===== config.mk =====
export PLATFORM = sky130hd
export DESIGN_NAME = rf_ifm_ring
export DESIGN_NICKNAME = d
export VERILOG_FILES = /design/src/rtl/rf_ifm_pkg.sv /design/src/rtl/rf_ifm_mem.sv /design/src/rtl/rf_ifm_ring.sv
export SDC_FILE = /design/constraint.sdc
export NUM_CORES = 1
export LEC_CHECK = 0
export BUFFER_PORTS_ARGS = -buffer_cell sky130_fd_sc_hd__buf_2
export CAP_MARGIN = 20
export CORE_MARGIN = 10
export CORE_UTILIZATION = 52
export CTS_CLUSTER_DIAMETER = 100
export DETAILED_ROUTE_END_ITERATION = 8
export GPL_TIMING_DRIVEN = 1
export PLACE_DENSITY_LB_ADDON = 0.08
export SYNTH_ARGS = -nofsm -noshare
export SYNTH_HDL_FRONTEND = slang
export SYNTH_SLANG_ARGS = --single-unit

===== constraint.sdc =====
create_clock -name clk -period 3.5 [get_ports clk]
set_clock_uncertainty 0.2 [all_clocks]
set_input_delay 0.175 -clock clk [delete_from_list [all_inputs] [get_ports clk]]
set_output_delay 0.175 -clock clk [all_outputs]
set_load 0.01 [all_outputs]

===== src/rtl/rf_ifm_pkg.sv =====
`default_nettype none
// ============================================================================
// Module   : rf_ifm_pkg
// Brief    : Shared defaults and pointer-width helpers for the IFM row ring.
// Revision : 1.0 - initial release
// ============================================================================
package rf_ifm_pkg;

    localparam int unsigned DEF_COL   = 8;
    localparam int unsigned DEF_DW    = 8;
    localparam int unsigned DEF_DEPTH = 4;

    // Pointer width: address bits plus one wrap bit.
    function automatic int unsigned ptr_width(input int unsigned depth);
        return $clog2(depth) + 1;
    endfunction

    // Address width into the row storage (at least one bit).
    function automatic int unsigned addr_width(input int unsigned depth);
        return (depth > 1) ? $clog2(depth) : 1;
    endfunction

endpackage
`default_nettype wire


===== src/rtl/rf_ifm_mem.sv =====
`default_nettype none
// ============================================================================
// Module   : rf_ifm_mem
// Brief    : Row storage, one synchronous write port and one asynchronous
//            read port. Contents are not reset.
// Revision : 1.0 - initial release
// ============================================================================
module rf_ifm_mem #(
    parameter int unsigned WIDTH = 64,
    parameter int unsigned DEPTH = 4,
    parameter int unsigned AW    = 2
) (
    input  logic             clk,
    input  logic             i_we,
    input  logic [AW-1:0]    i_waddr,
    input  logic [WIDTH-1:0] i_wdata,
    input  logic [AW-1:0]    i_raddr,
    output logic [WIDTH-1:0] o_rdata
);

    logic [WIDTH-1:0] r_mem [DEPTH];

    // Write the offered row on the rising edge when enabled.
    always_ff @(posedge clk) begin
        if (i_we) begin
            r_mem[i_waddr] <= i_wdata;
        end
    end

    assign o_rdata = r_mem[i_raddr];

endmodule
`default_nettype wire


===== src/rtl/rf_ifm_ring.sv =====
`default_nettype none
// ============================================================================
// Module   : rf_ifm_ring
// Brief    : Input-feature-map row ring buffer with a reuse window. Rows are
//            popped into a registered output; a mark/rewind/release window
//            lets the consumer replay rows without freeing them.
// Revision : 1.0 - initial release
// ============================================================================
module rf_ifm_ring
    import rf_ifm_pkg::*;
#(
    parameter int unsigned COL   = DEF_COL,
    parameter int unsigned DW    = DEF_DW,
    parameter int unsigned DEPTH = DEF_DEPTH
) (
    input  logic                              clk,
    input  logic                              rst,
    input  logic                              wr_vld,
    output logic                              wr_rdy,
    input  logic signed [COL*DW-1:0]          wr_data,
    input  logic                              rd_en,
    input  logic                              rd_mark,
    input  logic                              rd_rewind,
    input  logic                              rd_release,
    output logic signed [COL*DW-1:0]          ifm_buf,
    output logic                              buf_vld,
    output logic                              empty,
    output logic                              full,
    output logic [$clog2(DEPTH+1)-1:0]        count
);

    localparam int unsigned c_PW    = ptr_width(DEPTH);
    localparam int unsigned c_AW    = addr_width(DEPTH);
    localparam int unsigned c_CNT_W = $clog2(DEPTH+1);
    localparam int unsigned c_W     = COL * DW;

    logic [c_PW-1:0] r_wr_ptr;
    logic [c_PW-1:0] r_rd_ptr;
    logic [c_PW-1:0] r_base_ptr;
    logic            r_hold;
    logic [c_W-1:0]  r_buf;
    logic            r_buf_vld;

    logic [c_PW-1:0] w_count;
    logic            w_full;
    logic            w_empty;
    logic            w_wr_fire;
    logic            w_rewind;
    logic            w_mark;
    logic            w_pop;
    logic [c_PW-1:0] w_rd_next;
    logic [c_PW-1:0] w_base_next;
    logic            w_hold_next;
    logic [c_W-1:0]  w_rd_row;

    // Occupancy is measured from the window base so held rows stay counted.
    assign w_count   = r_wr_ptr - r_base_ptr;
    assign w_full    = (w_count == c_PW'(DEPTH));
    assign w_empty   = (r_wr_ptr == r_rd_ptr);
    // Ready depends only on registered pointers, so a slot freed by a pop
    // becomes writable one cycle later.
    assign w_wr_fire = wr_vld && !w_full;

    // Resolve control priority and compute next read/base/hold state.
    always_comb begin
        w_rewind    = rd_rewind && !rd_release && r_hold;
        w_mark      = rd_mark && !rd_release && !rd_rewind;
        w_pop       = rd_en && !w_empty && !w_rewind;
        w_rd_next   = r_rd_ptr;
        w_base_next = r_base_ptr;
        w_hold_next = r_hold;
        if (w_rewind) begin
            w_rd_next = r_base_ptr;
        end else if (w_pop) begin
            w_rd_next = r_rd_ptr + c_PW'(1);
        end
        if (rd_release) begin
            w_hold_next = 1'b0;
            w_base_next = w_rd_next;
        end else if (w_rewind) begin
            w_base_next = r_base_ptr;
        end else if (w_mark) begin
            // Window starts at the row about to be popped, not after it.
            w_hold_next = 1'b1;
            w_base_next = r_rd_ptr;
        end else if (!r_hold) begin
            w_base_next = w_rd_next;
        end
    end

    // Pointer and window-state registers.
    always_ff @(posedge clk or posedge rst) begin
        if (rst) begin
            r_wr_ptr   <= '0;
            r_rd_ptr   <= '0;
            r_base_ptr <= '0;
            r_hold     <= 1'b0;
        end else begin
            if (w_wr_fire) begin
                r_wr_ptr <= r_wr_ptr + c_PW'(1);
            end
            r_rd_ptr   <= w_rd_next;
            r_base_ptr <= w_base_next;
            r_hold     <= w_hold_next;
        end
    end

    // Output row register: loads on a pop, otherwise holds.
    always_ff @(posedge clk or posedge rst) begin
        if (rst) begin
            r_buf     <= '0;
            r_buf_vld <= 1'b0;
        end else begin
            r_buf_vld <= w_pop;
            if (w_pop) begin
                r_buf <= w_rd_row;
            end
        end
    end

    rf_ifm_mem #(
        .WIDTH (c_W),
        .DEPTH (DEPTH),
        .AW    (c_AW)
    ) u_mem (
        .clk     (clk),
        .i_we    (w_wr_fire),
        .i_waddr (r_wr_ptr[c_AW-1:0]),
        .i_wdata (wr_data),
        .i_raddr (r_rd_ptr[c_AW-1:0]),
        .o_rdata (w_rd_row)
    );

    assign wr_rdy  = !w_full;
    assign full    = w_full;
    assign empty   = w_empty;
    assign count   = c_CNT_W'(w_count);
    assign ifm_buf = r_buf;
    assign buf_vld = r_buf_vld;

endmodule
`default_nettype wire


==> results.yml <==
status:
  run_status: "finished clean"
placement:
  dp_hpwl_um: 14300
  gp_congestion: 0.754
  place_inst: 990
  port_buffers: 141
  place_area_um2: 13600
global_routing:
  gr-usage-all-layers: 0.160
  antenna_found_initial: 1
  overflow: 0
  grt_pass1_wl_um: 38500
  grt_pass1_vias: 6738
  grt_max_degree: 68
clock_tree:
  post-cts-setup-buffer-count: 0
  path_clk_slew_ns: 0.06
  h-tree-depth: 2
  cts_buffers: 35
  cts_tree: "built"
  cts.sinks: 331
  clock_latency_ns: 0.50
  cts-root-buf: "clkbuf_16"
  cts_buffer_depth: 3
floorplanning:
  start_util: 0.530
  io_pins: 142
  die_h_um: 175
  dieWidth_um: 175
  row_count: 56
  dieArea_um2: 30600
  core_area_um2: 23500
routing:
  vias: 6061
  drcViolationCount: 0
  drt-wirelength-per-cell_um: 21.7
  finalWirelength_um: 24400
  drtPass1Iterations: 4
  drtIter0Drc: 433
  vias_per_cell: 5.38
  antenna_left: 0
finish:
  n_fill_cell: 1612
  area_growth_pct: 24.3
  fin_area_um2: 15500
  drive_above_1_share: 0.426
  final_net_count: 858
  instances_no_fill: 1126
timing:
  setup_viol: 0
  min_period_ns: 2.83
  tns_ns: 0
  fin_crit_sh: 0.809
  max_slew_margin: 0.339
  slew_violations: 0
  finalHoldViolCount: 0
  rsz0062_at_grt: "no"
  max_freq_mhz: 353
  hold_slack_ns: 0.0280
  worst_pin_slew_ns: 0.991
worst_setup_path:
  worstPathMaxFanout: 64
  crit_arrival_ns: 2.78
  startpoint_type: "flip-flop"
  cpMaxStageDelayCell: "dfrtp_1"
  crit_chain: "inv_1 -> ha_1 -> fa_1 -> xor3_1 -> nand3_1 -> and3_4 -> buf_12"
  cp.required_ns: 3.45
  endpoint_kind: "flip-flop"
  critPathMaxStageDelay_ns: 0.46
  crit_type: "reg2reg"
  crit_family: "adder cells"
  path_buf_inv: 2
synth:
  synth_area_leaders: "edfxtp_1, dfrtp_1, mux4_2"
  async_reset_ff_frac: 0.227
  synth-edff-count: 256
  netlist.top_cell.by_area: "edfxtp_1"
  synth_ff_type: "edfxtp_1"
  yosysWarnings: 0
  syn-num-nets: 620
  ys_ff_latch: 331
  avgSynthCellArea_um2: 23.0
  syn_area_um2: 12500
  yosysUniqueCellTypes: 35
  syn_inst: 542
  synth_top_area_frac: 0.616
  seq_area_frac_synth: 0.766
power:
  clock_power_share: 0.259
  p_switching_mw: 4.07
  cellLeakagePower_nw: 5.80
  power.density_nw_per_um2: 915
  netSwitchingFraction: 0.286
  p_int_mw: 10.1
  seq_power_share: 0.425
  p_comb_frac: 0.316
  ir_worst_vdd_mv: 0.563
worst_hold_path:
  hold_path_class: "in2reg"
job:
  cap_violations: 0
-- layout by cell type, fill, tap and decap left out, types with 2 or more instances in the layout --
master         Yosys  layout
clkbuf_1           6      11
bufinv_16          0       3
nand2b_1           2       2
inv_1              7       6
mux2_4            38      38
mux2_2            27      27
nor3_1             2       2
clkinv_2           0       8
dlygate4sd3_1      0      72
edfxtp_1         256     256
clkbuf_16          0      37
xor2_1             5       5
a21oi_1            3       3
buf_12             0       7
nand3_1            3       3
o211ai_1           3       3
nor2_1             4       4
nand2_1            5       5
buf_4              0       3
clkbuf_8           0       5
buf_2              9     141
ha_1               6       6
mux4_2            64      64
dfrtp_4            0       2
dfrtp_1           75      73
and3_4             0       4
-- sequential cells by signal, summed over array words and instances (netlist names) --
name         flops
buf_vld          1
r_rd_ptr         3
u_mem.r_mem    256
r_hold           1
ifm_buf         64
r_base_ptr       3
r_wr_ptr         3
-- layer usage --
metal,vias up,part of all wire,wire [um],GRT usage
li1,2674,-,-,-
met5,-,0,0,0
met4,0,0.020,490,0.0438
met2,172,0.52,12700,0.280
met3,38,0.057,1390,0.0356
met1,3177,0.40,9840,0.197
-- power groups by stage --
stage / logic (mW) / registers (mW) / clock network, mW
finish: 4.49 / 6.04 / 3.68
global placement: 4.46 / 6.04 / 0
detailed placement: 4.52 / 6.11 / 0
CTS: 4.61 / 6.05 / 3.76
floorplan: 2.95 / 6.17 / 0
global route: 4.85 / 6.16 / 3.92
-- synth_stat cells (all sizes together) (3+ instances only) --
cell    instances
a21oi           3
and3            4
buf            16
clkbuf          6
dfrtp          75
edfxtp        256
ha              6
inv             7
mux2           65
mux4           64
nand2           5
nand3           3
nor2            4
o211ai          3
xor2            6
-- stage by stage --
step	util	total power, mW	worst slack, ns
after floorplan	-	9.12	0.412
after global placement	0.579	10.5	0.818
after detailed placement	0.579	10.6	0.723
after CTS	0.659	14.4	0.695
after global routing	0.659	14.9	0.587
final	0.659	14.2	0.670
-- cell type report --
class / count / area [um^2] / share of cell area
Antenna cell: 1 / 2.50 / 0.000161
Clock buffer: 53 / 1040 / 0.0667
Clock inverter: 10 / 125 / 0.00806
Inverter: 7 / 27.5 / 0.00177
Multi-Input combinational cell: 182 / 2770 / 0.179
Sequential cell: 331 / 9570 / 0.617
Tap cell: 319 / 399 / 0.0257
Timing Repair Buffer: 223 / 1590 / 0.102
-- worst min-delay path: cells and delay by family --
kind | cells | cell delay [ns]
buf+inv | 1 | 0.07
simple gates | 3 | 0.33
compound gates | 1 | 0.11
-- what timing repair did --
action                    in CTS  in global routing
hold buffers                  72                  0
gates resized for setup        0                  0
hold endpoints to repair     298                  0
-- cells by family after synthesis --
group	after synthesis	share of synthesized area
flip-flops	331	0.766
multiplexers	130	0.186
AO/OA/AOI/OAI	11	0.00812
AND/OR/NAND/NOR	26	0.0109
adder cells (fa/ha/maj)	7	0.00761
XOR/XNOR	8	0.00741
buffers and inverters	29	0.0138
-- path summary, 6_finish.rpt --
check,to,startpoint,cells after the start,slack [ns]
max,u_mem.r_mem[1][44],r_wr_ptr[0],7,0.67
min,r_base_ptr[0],rd_mark,5,0.03
max reg2reg,u_mem.r_mem[1][44],r_wr_ptr[0],7,0.67
min reg2reg,ifm_buf[22],ifm_buf[22],1,0.30
max in group asynchronous,ifm_buf[8],rst,4,2.32
min in group asynchronous,ifm_buf[35],rst,3,0.12
Note: power is estimated with default switching activity, not from simulation.
